[config.mk]
export PLATFORM = sky130hd
export DESIGN_NAME = polygon_area
export DESIGN_NICKNAME = d
export VERILOG_FILES = /design/src/rtl/polygon_area_pkg.sv /design/src/rtl/polygon_area_cross_term.sv /design/src/rtl/polygon_area.sv
export SDC_FILE = /design/constraint.sdc
export NUM_CORES = 1
export LEC_CHECK = 0
export BUFFER_PORTS_ARGS = -buffer_cell sky130_fd_sc_hd__buf_2
export CAP_MARGIN = 20
export CORE_ASPECT_RATIO = 0.9
export CORE_MARGIN = 2
export CORE_UTILIZATION = 45
export DETAILED_ROUTE_END_ITERATION = 8
export PLACE_DENSITY = 0.62
export SLEW_MARGIN = 0
export SYNTH_ARGS = -nofsm -noshare
export SYNTH_HDL_FRONTEND = slang
export SYNTH_SLANG_ARGS = --single-unit
[constraint.sdc]
create_clock -name clk -period 11.7 [get_ports clk]
set_input_delay 1.17 -clock clk [delete_from_list [all_inputs] [get_ports clk]]
set_output_delay 1.17 -clock clk [all_outputs]
set_load 0.005 [all_outputs]
[src/rtl/polygon_area_pkg.sv]
// Shared constants and state encoding for the shoelace polygon-area block.
package polygon_pkg;

    localparam int unsigned DEF_N     = 6;
    localparam int unsigned DEF_W     = 8;
    localparam int unsigned DEF_ACC_W = 2 * DEF_W + 4;
    localparam int unsigned DEF_RES_W = 2 * DEF_W + 2;

    typedef enum logic [1:0] {
        IDLE  = 2'd0,
        ACCUM = 2'd1,
        CLOSE = 2'd2,
        DONE  = 2'd3
    } state_t;

endpackage

[src/rtl/polygon_area_cross_term.sv]
// Signed 2-D cross product xa*yb - xb*ya of two unsigned vertices.
module cross_term #(
    parameter int unsigned W = 8
) (
    input  logic [W-1:0]          xa,
    input  logic [W-1:0]          ya,
    input  logic [W-1:0]          xb,
    input  logic [W-1:0]          yb,
    output logic signed [2*W:0]   term
);

    localparam int unsigned PROD_W = 2 * W;

    logic [PROD_W-1:0] prod_a;
    logic [PROD_W-1:0] prod_b;

    assign prod_a = PROD_W'(xa) * PROD_W'(yb);
    assign prod_b = PROD_W'(xb) * PROD_W'(ya);

    // Each product is below 2^(2W), so the difference always fits 2W+1 signed bits.
    assign term = $signed({1'b0, prod_a}) - $signed({1'b0, prod_b});

endmodule

[src/rtl/polygon_area.sv]
// Shoelace-formula area and orientation of an N-vertex frame, one result pulse per frame.
module polygon_area
    import polygon_pkg::*;
#(
    parameter int unsigned N     = DEF_N,
    parameter int unsigned W     = DEF_W,
    parameter int unsigned ACC_W = 2 * W + 4
) (
    input  logic               clk,
    input  logic               reset,
    input  logic               in_valid,
    input  logic [W-1:0]       inX,
    input  logic [W-1:0]       inY,
    output logic               busy,
    output logic [2*W+1:0]     area,
    output logic               area_half,
    output logic               cw,
    output logic               out_valid
);

    localparam int unsigned RES_W  = 2 * W + 2;
    localparam int unsigned TERM_W = 2 * W + 1;
    localparam int unsigned CNT_W  = $clog2(N + 1);

    state_t                    state, state_next;
    logic signed [ACC_W-1:0]   acc, acc_next;
    logic [CNT_W-1:0]          cnt, cnt_next;
    logic [W-1:0]              first_x, first_y, first_x_next, first_y_next;
    logic [W-1:0]              prev_x, prev_y, prev_x_next, prev_y_next;
    logic [RES_W-1:0]          area_next;
    logic                      area_half_next;
    logic                      cw_next;
    logic                      out_valid_next;
    logic                      busy_next;

    logic [W-1:0]              op_x;
    logic [W-1:0]              op_y;
    logic signed [TERM_W-1:0]  term;
    logic [ACC_W-1:0]          mag;

    // Operand B is the incoming vertex while accumulating, the first vertex when closing.
    assign op_x = (state == CLOSE) ? first_x : inX;
    assign op_y = (state == CLOSE) ? first_y : inY;

    cross_term #(
        .W (W)
    ) u_cross_term (
        .xa   (prev_x),
        .ya   (prev_y),
        .xb   (op_x),
        .yb   (op_y),
        .term (term)
    );

    // State and datapath register.
    always_ff @(posedge clk or posedge reset) begin
        if (reset) begin
            state     <= IDLE;
            acc       <= '0;
            cnt       <= '0;
            first_x   <= '0;
            first_y   <= '0;
            prev_x    <= '0;
            prev_y    <= '0;
            area      <= '0;
            area_half <= 1'b0;
            cw        <= 1'b0;
            out_valid <= 1'b0;
            busy      <= 1'b0;
        end else begin
            state     <= state_next;
            acc       <= acc_next;
            cnt       <= cnt_next;
            first_x   <= first_x_next;
            first_y   <= first_y_next;
            prev_x    <= prev_x_next;
            prev_y    <= prev_y_next;
            area      <= area_next;
            area_half <= area_half_next;
            cw        <= cw_next;
            out_valid <= out_valid_next;
            busy      <= busy_next;
        end
    end

    // Next-state and next-output logic.
    always_comb begin
        state_next     = state;
        acc_next       = acc;
        cnt_next       = cnt;
        first_x_next   = first_x;
        first_y_next   = first_y;
        prev_x_next    = prev_x;
        prev_y_next    = prev_y;
        area_next      = area;
        area_half_next = area_half;
        cw_next        = cw;
        out_valid_next = 1'b0;
        mag            = acc[ACC_W-1] ? $unsigned(-acc) : $unsigned(acc);

        case (state)
            IDLE: begin
                if (in_valid) begin
                    first_x_next = inX;
                    first_y_next = inY;
                    prev_x_next  = inX;
                    prev_y_next  = inY;
                    acc_next     = '0;
                    cnt_next     = CNT_W'(1);
                    state_next   = ACCUM;
                end
            end
            ACCUM: begin
                if (in_valid) begin
                    acc_next    = acc + ACC_W'(term);
                    prev_x_next = inX;
                    prev_y_next = inY;
                    cnt_next    = cnt + CNT_W'(1);
                    if (cnt == CNT_W'(N - 1)) begin
                        state_next = CLOSE;
                    end
                end
            end
            CLOSE: begin
                acc_next   = acc + ACC_W'(term);
                state_next = DONE;
            end
            DONE: begin
                cw_next        = acc[ACC_W-1];
                area_next      = RES_W'(mag >> 1);
                area_half_next = mag[0];
                out_valid_next = 1'b1;
                state_next     = IDLE;
            end
            default: begin
                state_next = IDLE;
            end
        endcase

        busy_next = (state_next == CLOSE) || (state_next == DONE);
    end

endmodule

After elaboration in Yosys (flattened, before gate mapping)
Index checks and enable logic that the tools add are counted.
{"block": "totals", "ff_bits": 79, "output_inout_bits": 22, "wordCells": 49, "input_bits": 19}
{"block": "classes", "add_sub_neg": 4, "eq_ne": 8, "n_reduce_logical": 9, "multipliers": 2, "mux": 14}
{"cell": "20-bit case mux with 3 select lines", "n": 1}
{"cell": "20-bit two-way mux", "n": 2}
{"cell": "8-bit by 8-bit multiplier with 16-bit output", "n": 2}
{"cell": "20-bit by 17-bit adder with 20-bit output", "n": 1}
{"cell": "19-bit two-way mux", "n": 1}
{"cell": "19-bit negation", "n": 1}
{"cell": "16-bit by 16-bit subtractor with 17-bit output", "n": 1}
{"cell": "8-bit two-way mux", "n": 2}
{"cell": "2-bit equality test, second input constant", "n": 4}
{"cell": "2-bit case mux with 4 select lines", "n": 1}
{"cell": "2-bit two-way mux", "n": 3}
{"cell": "3-bit two-way mux", "n": 2}
{"cell": "3-bit case mux with 2 select lines", "n": 1}
{"cell": "3-bit AND reduction", "n": 2}
{"cell": "2-bit inequality test, second input constant", "n": 2}
{"cell": "2-bit AND reduction", "n": 2}
{"cell": "3-bit by 1-bit adder with 3-bit output, second input constant", "n": 1}
{"cell": "3-bit equality test, second input constant", "n": 1}
{"cell": "3-bit nonzero test", "n": 1}
{"cell": "2-bit by 1-bit equality test with 1-bit output, second input constant", "n": 1}
{"cell": "2-bit logical NOT", "n": 1}
{"cell": "2-bit nonzero test", "n": 1}
{"cell": "2-bit OR reduction", "n": 1}
{"cell": "1-bit logical OR", "n": 1}
{"cell": "1-bit two-way mux", "n": 1}

Longest topological paths before layout
Gate-level depths: netlist of the first run.
{"block": "depth", "ltp_word": 7, "depth_mapped": 34, "depth_no_buf": 32}

Hierarchy
A second synthesis of the first run with hierarchy kept.
{"block": "hier_totals", "cells_unflattened": 921, "hier_area_um2": 8949.8}
{"module": "cross_term", "n_inst": 1, "seq_area_each_um2": 0.0, "area_per_inst_um2": 4491.8, "cells_per_inst": 506}
{"module": "polygon_area", "n_inst": 1, "seq_area_each_um2": 1976.9, "area_per_inst_um2": 4458.0, "cells_per_inst": 415}

Least setup slack after synthesis of the first run
OpenSTA, ideal clock, no wires.
{"block": "synth_timing", "path_kind": "register to register", "start": "register state[0]", "end": "register acc[19]", "setup_ns": 0.069, "synth_period_minus_slack_ns": 8.544, "t_required_ns": 11.631, "t_arrival_ns": 8.475, "stages_incl_launch_ff": 34, "slack_ns": 3.156, "n_path_buf": 2, "path_cell_list": "dfrtp_1 > inv_1 > ha_1 > clkbuf_1 > buf_1 > mux2i_1 > nor2b_1 > fa_1 > inv_1 > fa_1 > inv_1 > fa_1 > fa_1 > fa_1 > inv_1 > fa_1 > inv_1 > ha_1 > a21o_1 > a21o_1 > a21o_1 > a31oi_1 > o21ai_1 > a21o_1 > a21oi_1 > xnor2_1 > ha_1 > nand4_1 > inv_1 > a221oi_1 > o31ai_4 > xnor2_1 > or4b_1 > nand3_1"}
{"block": "synth_between", "elab_chain_cells": 7, "word_cells_on_any_way": 15, "classes_between": "add/sub (2); mul (2); eq/ne (4); mux (4); reduce/logical (3)"}
{"item": "from (decl)", "line": "polygon_area.sv:25", "text": "state_t state, state_next;"}
{"item": "from (signal assigned)", "line": "polygon_area.sv:71", "text": "state <= state_next;"}
{"item": "2-bit equality test", "line": "polygon_area.sv:42, polygon_area.sv:43, polygon_area.sv:101"}
{"item": "8-bit two-way mux, on equally long branches", "line": "polygon_area.sv:43, polygon_area.sv:42"}
{"item": "8-bit by 8-bit multiplier with 16-bit output, on equally long branches", "line": "polygon_area_cross_term.sv:17, polygon_area_cross_term.sv:18"}
{"item": "16-bit by 16-bit subtractor with 17-bit output", "line": "polygon_area_cross_term.sv:21", "text": "assign term = $signed({1'b0, prod_a}) - $signed({1'b0, prod_b});"}
{"item": "20-bit by 17-bit adder with 20-bit output", "line": "polygon_area.sv:115, polygon_area.sv:125"}
{"item": "20-bit two-way mux", "line": "polygon_area.sv:114", "text": "if (in_valid) begin"}
{"item": "20-bit case mux with 3 select lines", "line": "polygon_area.sv:101", "text": "case (state)"}
{"item": "to (signal assigned)", "line": "polygon_area.sv:72", "text": "acc <= acc_next;"}
{"item": "to (decl)", "line": "polygon_area.sv:26", "text": "logic signed [ACC_W-1:0] acc, acc_next;"}
Parallel ways exist; a longest one is shown, timed or not. The select of a mux whose other input is x is not followed.
A chain may end at the register's enable or synchronous reset.

Worst setup path in the final report of the first run
Same ends and word-level chain as after synthesis.

==> results by group, run 1 <==
Run status
  • Outcome: complete, no violations

Synthesis
  • Area leader, netlist: fa_1
  • Yosys warns: 0
  • Ys async rst share: between 90% and 100%
  • Seq/Total Area, Yosys: about 22%
  • Seq cells post-synth: a little under 80
  • Top-count cell post-synth: inv_1
  • Synthesized instance count: approximately 930
  • Synth Flop Type: dfrtp_1
  • Synth cell types: 53
  • Post-Syn Area: 8960 um2
  • Synth top area share: 22.3%
  • Post-synth EDFFs: 0
  • Leading post-synthesis cells by cell area: fa_1 22%, dfrtp_1 22%, ha_1 13%
  • Synth cell count leaders: 166 x inv_1, 101 x nand2_1, 100 x fa_1, 93 x ha_1, 79 x dfrtp_1
  • Syn Area/Cell: 9.63 um2
  • Mapped Nets: 1143

Place
  • Inst Count DP: about 1200
  • Global placer's final weighted congestion: 0.861
  • Area after DPL: 9400 um2
  • Hpwl dp: roughly 15 mm
  • Port bufs: 40

Critical path
  • Critical path class: reg -> reg
  • Flop2flop setup slack: 2.48 ns
  • Worst EP required: 11.99 ns
  • Critical Path Slowest Stage Cell: ha_1
  • CP Buf/Inv Count: 6
  • Critical path arrival: ~9.5 ns
  • Top Family by Delay on Critical Path: adder cells
  • Worst-path maximum fanout: 19
  • Crit. End Element: register
  • Max incr delay on CP: ~0.82 ns
  • CP startpoint kind: register

Timing
  • Clk_skew: 0.0105 ns
  • Tmin final: 9.22 ns
  • Final Hold Vio Count: 0
  • Fmax: 108 MHz
  • Final setup fails: 0
  • Tcrit/Tclk final: approximately four fifths
  • Worst slew margin: 33.1%
  • Setup TNS: 0 ns
  • Unrepaired setup endpoints after global routing: false
  • Slew Limit Fails: 0
  • Worst-Margin Slew: 1.00 ns

Drt
  • Wire length per cell: 14.8 um
  • First drt pass iteration count: 5
  • Routed Wire Length: approximately 18 mm
  • Antenna violation net count after detailed routing: 0
  • Vias/cell: 5.18
  • Via Count: 6340
  • Iteration-0 DRC count of the detailed router: 308
  • DRC Markers: 0

Finish
  • Layout cells sized above 1: roughly 13%
  • Layout Cells excl Fill: 1225
  • Area growth syn-to-layout: 8.59%
  • Final net count: 1182
  • Antenna cells: 0
  • Finished Cell Area: around 9700 um2

Floorplanning
  • IO Pins: 41
  • Die ar.: 21100 um2
  • Chip width: 153 um
  • Initial Utilization: 46.3%
  • Core box area: between 15000 and 20000 um2
  • Die height: 138 um
  • Row count: 48

Global route
  • Largest net degree at the start of global routing: 80
  • Tot GR Track Use: 18.5%
  • Initial antenna violation count: 0
  • First-pass GRT wire length: 31.0 mm
  • Vias in the first global route: between 6000 and 7000
  • Total grt overflow: 0

CTS
  • CTS sink count: 79
  • Post-CTS setup buffer count: 0
  • Clock-pin slew on the worst setup and hold paths: 0.07 ns
  • Worst-Skew Late Latency: 0.35 ns
  • Hold_buf cts: 0
  • CTS Buffer Depth: 2
  • CTS Root Cell: clkbuf_16
  • CTS buffer count: 9
  • CTS tree: built
  • Post-cts sizing count: 0
  • H-Tree Level Count: 3

Flow run
  • Max_cap viols: 0

Hold path
  • Worst hold path class: reg -> reg
==> final timing paths <==
kind                       cells after the start         end       start
max                                           31     acc[19]    state[0]
max in group asynchronous                      4   prev_x[2]       reset
max reg2reg                                   31     acc[19]    state[0]
min                                            1  first_y[3]  first_y[3]
min in group asynchronous                      3     acc[19]       reset
min reg2reg                                    1  first_y[3]  first_y[3]
==> state kept, by name (all words and copies together) (netlist names) <==
name       count
acc           20
area          18
area_half      1
busy           1
cnt            3
cw             1
first_x        8
first_y        8
out_valid      1
prev_x         8
prev_y         8
state          2
==> through the flow <==
step	util [%]	setup WS (ns)	hold WS, ns
final	50.3	2.48	0.501
after global routing	50.3	1.74	0.515
after CTS	50.1	2.46	0.505
after detailed placement	48.6	2.50	0.488
after global placement	48.6	2.76	0.484
after floorplan	-	3.16	0.474
==> layout make-up <==
class | count | area (um2)
clock inverter | 5 | 41.3
tap | 250 | 313
clock buffer | 11 | 243
timing repair buffer | 45 | 265
inverter | 166 | 624
multi-input combinational | 669 | 6270
sequential | 79 | 1980
fill | 1822 | 9610
==> layout by cell type, fill, tap and decap left out, types with 6 or more instances in the layout <==
master	count
o31ai_1	7
fa_1	100
mux2_2	51
a21o_1	11
nor2_1	23
nand2b_1	13
o21bai_1	7
ha_1	93
xnor2_1	24
nand3_1	9
nand2_1	101
nor2b_1	36
inv_1	165
a21oi_1	40
o21ai_0	26
dfrtp_1	79
o21ai_1	19
buf_2	40
and2_1	32
xor2_1	20
clkbuf_16	9
mux2i_1	6
==> worst register-to-register path, delay by kind of cell, from the launching register on <==
kind	cells	cell delay, ns
XOR/XNOR	2	0.31
AO/OA/AOI/OAI	9	1.83
AND/OR/NAND/NOR	4	0.91
flip-flops	1	0.43
buffers and inverters	6	0.37
adder cells (fa/ha/maj)	9	4.55
multiplexers	1	0.72
==> layer usage <==
layer	share of wire, %	GRT usage, %
met2	46	29.0
met1	50	26.9
met3	2.8	2.59
met5	0	0
met4	1.6	5.30
==> logic make-up after synthesis <==
kind of cell | after synthesis | share of synthesized area [%]
flip-flops | 79 | 22.1
AO/OA/AOI/OAI | 142 | 10.3
AND/OR/NAND/NOR | 232 | 12.7
buffers and inverters | 183 | 8.04
multiplexers | 57 | 7.08
XOR/XNOR | 45 | 4.48
adder cells (fa/ha/maj) | 193 | 35.3
Power of run 1 is left out: the tool's default activity adds up to more than one toggle a clock period on the data nets, which glitch-free logic cannot reach.
==> run 2: changes to the inputs <==
--- a/config.mk
+++ b/config.mk
@@ -11,7 +11,7 @@
 export CORE_MARGIN = 2
 export CORE_UTILIZATION = 45
 export DETAILED_ROUTE_END_ITERATION = 8
-export PLACE_DENSITY = 0.62
+export PLACE_DENSITY = 0.65
 export SLEW_MARGIN = 0
 export SYNTH_ARGS = -nofsm -noshare
 export SYNTH_HDL_FRONTEND = slang
==> constraint.sdc (replaced) <==
create_clock -name clk -period 7.8 [get_ports clk]
set_input_delay 0.78 -clock clk [delete_from_list [all_inputs] [get_ports clk]]
set_output_delay 0.78 -clock clk [all_outputs]
set_load 0.005 [all_outputs]
==> run 2 against run 1 <==
  * Utilization grew 4.9 points
  * Final cell count grew 5.5%
  * Cell area grew 9.7%
  * Flip-flop and latch count is the same
  * Fmax grew 20%
  * Critical path depth is the same
==> results by group, run 2 (synthesis results as in run 1) <==
Run status
  • Outcome: complete, no violations

Finish
  • Final net count: 1249 (+5.7%)
  • Top flop regs: acc x20, area x18
  • Largest register by flop count: acc
  • Commonest non-fill, non-tap cell in the layout: inv_1
  • Layout cells sized above 1: 24.1% (+11 points)
  • Antenna cells: 0 (unchanged)
  • Area growth syn-to-layout: 19.1%
  • Finished Cell Area: 10700 um2 (+9.7%)
  • Leading cell types in the layout, fill and taps excluded: 158 x inv_1, 97 x nand2_1, 94 x fa_1
  • Max FFs per register: 20 (unchanged)

CTS
  • Clock-pin slew on the worst setup and hold paths: 0.06 ns (about the same)
  • CTS buffer count: 9 (unchanged)
  • Hold_buf cts: 0 (unchanged)
  • H-Tree Level Count: 3 (unchanged)
  • CTS tree: built
  • CTS Buffer Depth: 2 (unchanged)
  • CTS sink count: 79 (unchanged)
  • Worst-Skew Late Latency: 0.35 ns (about the same)
  • CTS Root Cell: clkbuf_16

Floorplanning
  • Core box area: 19300 um2 (unchanged)
  • Die height: 138 um (unchanged)
  • Initial Utilization: 46.3% (unchanged)
  • Chip width: 153 um (unchanged)
  • Row count: 48 (unchanged)
  • Die ar.: 21100 um2 (unchanged)
  • IO Pins: 41 (unchanged)

Drt
  • Vias/cell: 5.14 (-0.71%)
  • Via Count: 6639 (+4.7%)
  • Antenna violation net count after detailed routing: 0 (unchanged)
  • First drt pass iteration count: 5 (unchanged)
  • Wire length per cell: 15.3 um (+3.6%)
  • Routed Wire Length: 19.8 mm (+9.3%)
  • Iteration-0 DRC count of the detailed router: 313 (+1.6%)
  • DRC Markers: 0 (unchanged)

Critical path
  • Critical path arrival: 7.98 ns (-1.53 ns)
  • Crit. End Element: register
  • CP startpoint kind: register
  • Critical path class: reg -> reg
  • Worst EP required: 8.09 ns (-3.90 ns)
  • Worst-path maximum fanout: 6 (-13)
  • CP most frequent cell: fa_1
  • Max incr delay on CP: 0.54 ns (-0.28 ns)
  • Critical Path Slowest Stage Cell: fa_1

Timing
  • Tcrit/Tclk final: 98.7% (+20 points)
  • Setup ws final: 0.103 ns (-2.38 ns)
  • Unrepaired setup endpoints after global routing: true
  • Setup TNS: 0 ns (unchanged)
  • Worst-Margin Slew: 1.00 ns (-0.000715 ns)
  • Final setup fails: 0 (unchanged)
  • Worst slew margin: 33.2% (+0.048 points)
  • Clk_skew: 0.00747 ns (-0.00305 ns)
  • Fmax: 130 MHz (+20%)
  • Slew Limit Fails: 0 (unchanged)
  • Final Hold Vio Count: 0 (unchanged)
  • Tmin final: 7.70 ns (-1.52 ns)

Global route
  • First-pass GRT wire length: 32.6 mm (+5.1%)
  • Tot GR Track Use: 19.4% (+0.88 points)
  • Vias in the first global route: 6587 (+6.6%)
  • Total grt overflow: 0 (unchanged)
  • Initial antenna violation count: 0 (unchanged)
  • Largest net degree at the start of global routing: 80 (unchanged)

Place
  • Hpwl dp: 15.1 mm (+2.8%)
  • Pre-CTS WS: -0.0898 ns (-2.59 ns)
  • Port bufs: 40 (unchanged)
  • Area after DPL: 9750 um2 (+3.7%)
  • Global placer's final weighted congestion: 0.892 (+3.5%)

Hold path
  • Worst hold path class: reg -> reg

Flow run
  • Max_cap viols: 0 (unchanged)
[run 2: area by class of cell]
type                    count  area (um2)
clock buffers               9         225
clock inverters             7        71.3
fillers                  1744        8670
inverters                 166         624
multi-input cells         669        6610
flip-flops and latches     79        1980
well taps                 250         313
repair buffers            112         852
[run 2: per-stage QoR]
stage	hold WS [ns]	utilization, %	std cells
after floorplan	0.474	-	931
after global placement	0.484	50.4	1240
after detailed placement	0.492	50.4	1240
after CTS	0.507	53.3	1266
after global routing	0.520	55.2	1292
final	0.501	55.2	1292
[run 2: path summary, 6_finish.rpt]
| path | from | endpoint | slack (ns) | depth (start not counted) |
|---|---|---|---|---|
| setup / recovery | state[0] | acc[19] | 0.10 | 31 |
| hold / removal | area[14] | area[14] | 0.50 | 1 |
| setup reg to reg | state[0] | acc[19] | 0.10 | 31 |
| hold reg to reg | area[14] | area[14] | 0.50 | 1 |
| max in group asynchronous | reset | first_y[0] | 6.65 | 4 |
| min in group asynchronous | reset | acc[17] | 0.54 | 3 |
[run 2: worst max-delay path, delay by kind of cell, from the launching register on]
| family | cells | cell delay (ns) |
|---|---|---|
| AO/OA/AOI/OAI | 8 | 1.26 |
| XOR/XNOR | 2 | 0.28 |
| adder cells (fa/ha/maj) | 9 | 3.81 |
| buffers and inverters | 6 | 0.52 |
| flip-flops | 1 | 0.38 |
| multiplexers | 1 | 0.32 |
| AND/OR/NAND/NOR | 5 | 1.06 |
[run 2: what timing repair did]
item	CTS	global route
gates cloned	2	0
setup endpoints to repair	1	7
setup buffers	8	27
pin swaps	21	65
resized for setup	31	46
[run 2: metal layers]
metal | share of wire [%] | vias to the layer above | track usage (%) | wire, um
met2 | 47 | 104 | 32.1 | 9390
li1 | - | 3224 | - | -
met3 | 3.0 | 14 | 2.38 | 586
met5 | 0 | - | 0 | 0
met4 | 1.1 | 0 | 4.27 | 212
met1 | 49 | 3297 | 27.6 | 9610
Power of run 2 is left out for the same reason.
==> run 3: changes to the inputs <==
--- a/config.mk
+++ b/config.mk
@@ -9,9 +9,9 @@
 export CAP_MARGIN = 20
 export CORE_ASPECT_RATIO = 0.9
 export CORE_MARGIN = 2
-export CORE_UTILIZATION = 45
+export CORE_UTILIZATION = 55
 export DETAILED_ROUTE_END_ITERATION = 8
-export PLACE_DENSITY = 0.65
+export PLACE_DENSITY = 0.76
 export SLEW_MARGIN = 0
 export SYNTH_ARGS = -nofsm -noshare
 export SYNTH_HDL_FRONTEND = slang
==> run 3 against run 2 <==
  * Worst hold slack gained 0.0016 ns
  * Critical path depth increased by 2
  * Utilization increased by 9.7 points
  * Cell area is 2.5% lower
  * Fmax up 1.3%
  * First-iteration DRC count is 36% higher
  * Via count grew 1.4%
  * Clock skew is 0.0041 ns higher
  * Die area down 18%
  * Count of clock-buffer cells in the layout is 2 higher
==> results by group, run 3 (synthesis results as in run 1) <==
Floorplanning
  • Row count: 44 (-8.3%)
  • IO Pins: 41 (unchanged)
  • Initial Utilization: 55.9% (+9.6 points)
  • Die ar.: 17300 um2 (-18%)
  • Die height: 125 um (-9.3%)
  • Chip width: 139 um (-9.3%)
  • Core box area: 16000 um2 (-17%)

Finish
  • Area growth syn-to-layout: 16.0%
  • Top flop regs: acc x20, area x18
  • Max FFs per register: 20 (unchanged)
  • Final net count: 1232 (-1.4%)
  • Finished Cell Area: 10400 um2 (-2.5%)
  • Largest register by flop count: acc
  • Layout cells sized above 1: 21.4% (-2.7 points)
  • Antenna cells: 0 (unchanged)
  • Area of the multi-input gates: 6570 um2 (-0.66%)
  • Register area: 1980 um2 (unchanged)
  • Leading cell types in the layout, fill and taps excluded: 162 x inv_1, 101 x nand2_1, 97 x fa_1
  • # fillers: 1258 (-28%)
  • Commonest non-fill, non-tap cell in the layout: inv_1

Timing
  • Final setup fails: 0 (unchanged)
  • Fmax: 132 MHz (+1.3%)
  • Worst slew margin: 49.6% (+16 points)
  • Slew Limit Fails: 0 (unchanged)
  • Clk_skew: 0.0116 ns (+0.00411 ns)
  • Final Hold Vio Count: 0 (unchanged)
  • Setup TNS: 0 ns (unchanged)
  • Hold slack: 0.503 ns (+0.00164 ns)
  • Worst-Margin Slew: 0.756 ns (-0.246 ns)
  • Tcrit/Tclk final: 97.4% (-1.3 points)
  • Tmin final: 7.60 ns (-0.101 ns)

CTS
  • CTS sink count: 79 (unchanged)
  • Worst-Skew Late Latency: 0.35 ns (about the same)
  • CTS Root Cell: clkbuf_16
  • Hold_buf cts: 0 (unchanged)
  • Clock-pin slew on the worst setup and hold paths: 0.06 ns (about the same)
  • H-Tree Level Count: 3 (unchanged)
  • CTS tree: built
  • CTS buffer count: 9 (unchanged)
  • CTS Buffer Depth: 2 (unchanged)

Critical path
  • CP most frequent cell: fa_1
  • CP startpoint kind: register
  • Max incr delay on CP: 0.53 ns (about the same)
  • Critical path arrival: 7.88 ns (-0.10 ns)
  • Crit. End Element: register
  • Critical path class: reg -> reg
  • Worst-path maximum fanout: 8 (+2)
  • Worst EP required: 8.09 ns (about the same)
  • Critical Path Slowest Stage Cell: fa_1

Drt
  • Wire length per cell: 16.0 um (+4.6%)
  • Antenna violation net count after detailed routing: 0 (unchanged)
  • Routed Wire Length: 19.8 mm (-0.23%)
  • Via Count: 6729 (+1.4%)
  • DRC Markers: 0 (unchanged)
  • First drt pass iteration count: 5 (unchanged)
  • Vias/cell: 5.46 (+6.3%)
  • Iteration-0 DRC count of the detailed router: 426 (+36%)

Global route
  • Met3 usage in global routing: 3.75% (+1.4 points)
  • First-pass GRT wire length: 32.4 mm (-0.66%)
  • Met2 Use GR: 37.9% (+5.8 points)
  • Total grt overflow: 0 (unchanged)
  • Initial antenna violation count: 0 (unchanged)
  • M1 GR Usage: 32.1% (+4.5 points)
  • GRT Max-Usage Layer: met2
  • Tot GR Track Use: 23.1% (+3.7 points)
  • Vias in the first global route: 6699 (+1.7%)
  • Largest net degree at the start of global routing: 80 (unchanged)

Hold path
  • Worst hold path class: reg -> reg

Place
  • Hpwl dp: 14.9 mm (-1.3%)
  • Global placer's final weighted congestion: 0.922 (+3.4%)
  • Port bufs: 40 (unchanged)
  • Area after DPL: 9650 um2 (-0.98%)

Run status
  • Outcome: complete, no violations

Flow run
  • Max_cap viols: 0 (unchanged)
==> run 3: changes by cell type in the layout (fill, tap and decap cells not counted), moves of 4 or more <==
cell,delta
nand2_1,+4
inv_2,-4
buf_6,-7
inv_1,+4
nand2_2,-4
buf_4,-9
==> run 3: final timing paths <==
check	startpoint	to	slack, ns	depth (start not counted)
max	state[0]	acc[19]	0.20	33
min	first_y[0]	first_y[0]	0.50	1
max reg2reg	state[0]	acc[19]	0.20	33
min reg2reg	first_y[0]	first_y[0]	0.50	1
max in group asynchronous	reset	area[4]	6.68	4
min in group asynchronous	reset	state[1]	0.53	3
==> run 3: area by class of cell <==
class / count / area share, %
inverter: 166 / 6.00
clock inverter: 5 / 0.397
tap: 207 / 2.49
multi-input combinational: 669 / 63.1
clock buffer: 11 / 2.33
timing repair buffer: 95 / 6.64
sequential: 79 / 19.0
==> run 3: metrics by stage <==
stage               instances  worst slack [ns]  util, %
floorplan                 931            0.0363        -
global placement         1192            0.0276     60.3
detailed placement       1192           -0.0431     60.3
CTS                      1215          0.000749     62.8
global route             1232           -0.0886     64.9
finish                   1232             0.204     64.9
==> run 3: timing repair <==
| item | 4_1_cts | 5_1_grt |
|---|---|---|
| gates cloned | 1 | 0 |
| setup buffers | 6 | 16 |
| gates resized for setup | 13 | 38 |
| endpoints found under the setup margin | 1 | 4 |
| pin swaps | 4 | 48 |
==> run 3: routing by layer <==
metal / share of wire [%] / vias up
met5: 0 / -
met4: 2.0 / 0
met3: 5.3 / 33
met2: 50 / 168
met1: 43 / 3340
li1: - / 3188
==> run 3: critical path: cells and delay by family, from the launching register on <==
family / cells / cell delay [ns]
xor gates and xnor gates: 2 / 0.28
DFF: 1 / 0.39
AOI/OAI and AO/OA: 8 / 1.22
buffers and inverters: 8 / 0.73
muxes: 1 / 0.26
adders and majority gates: 9 / 3.82
and+or+nand+nor: 5 / 0.85
Power of run 3 is left out for the same reason.
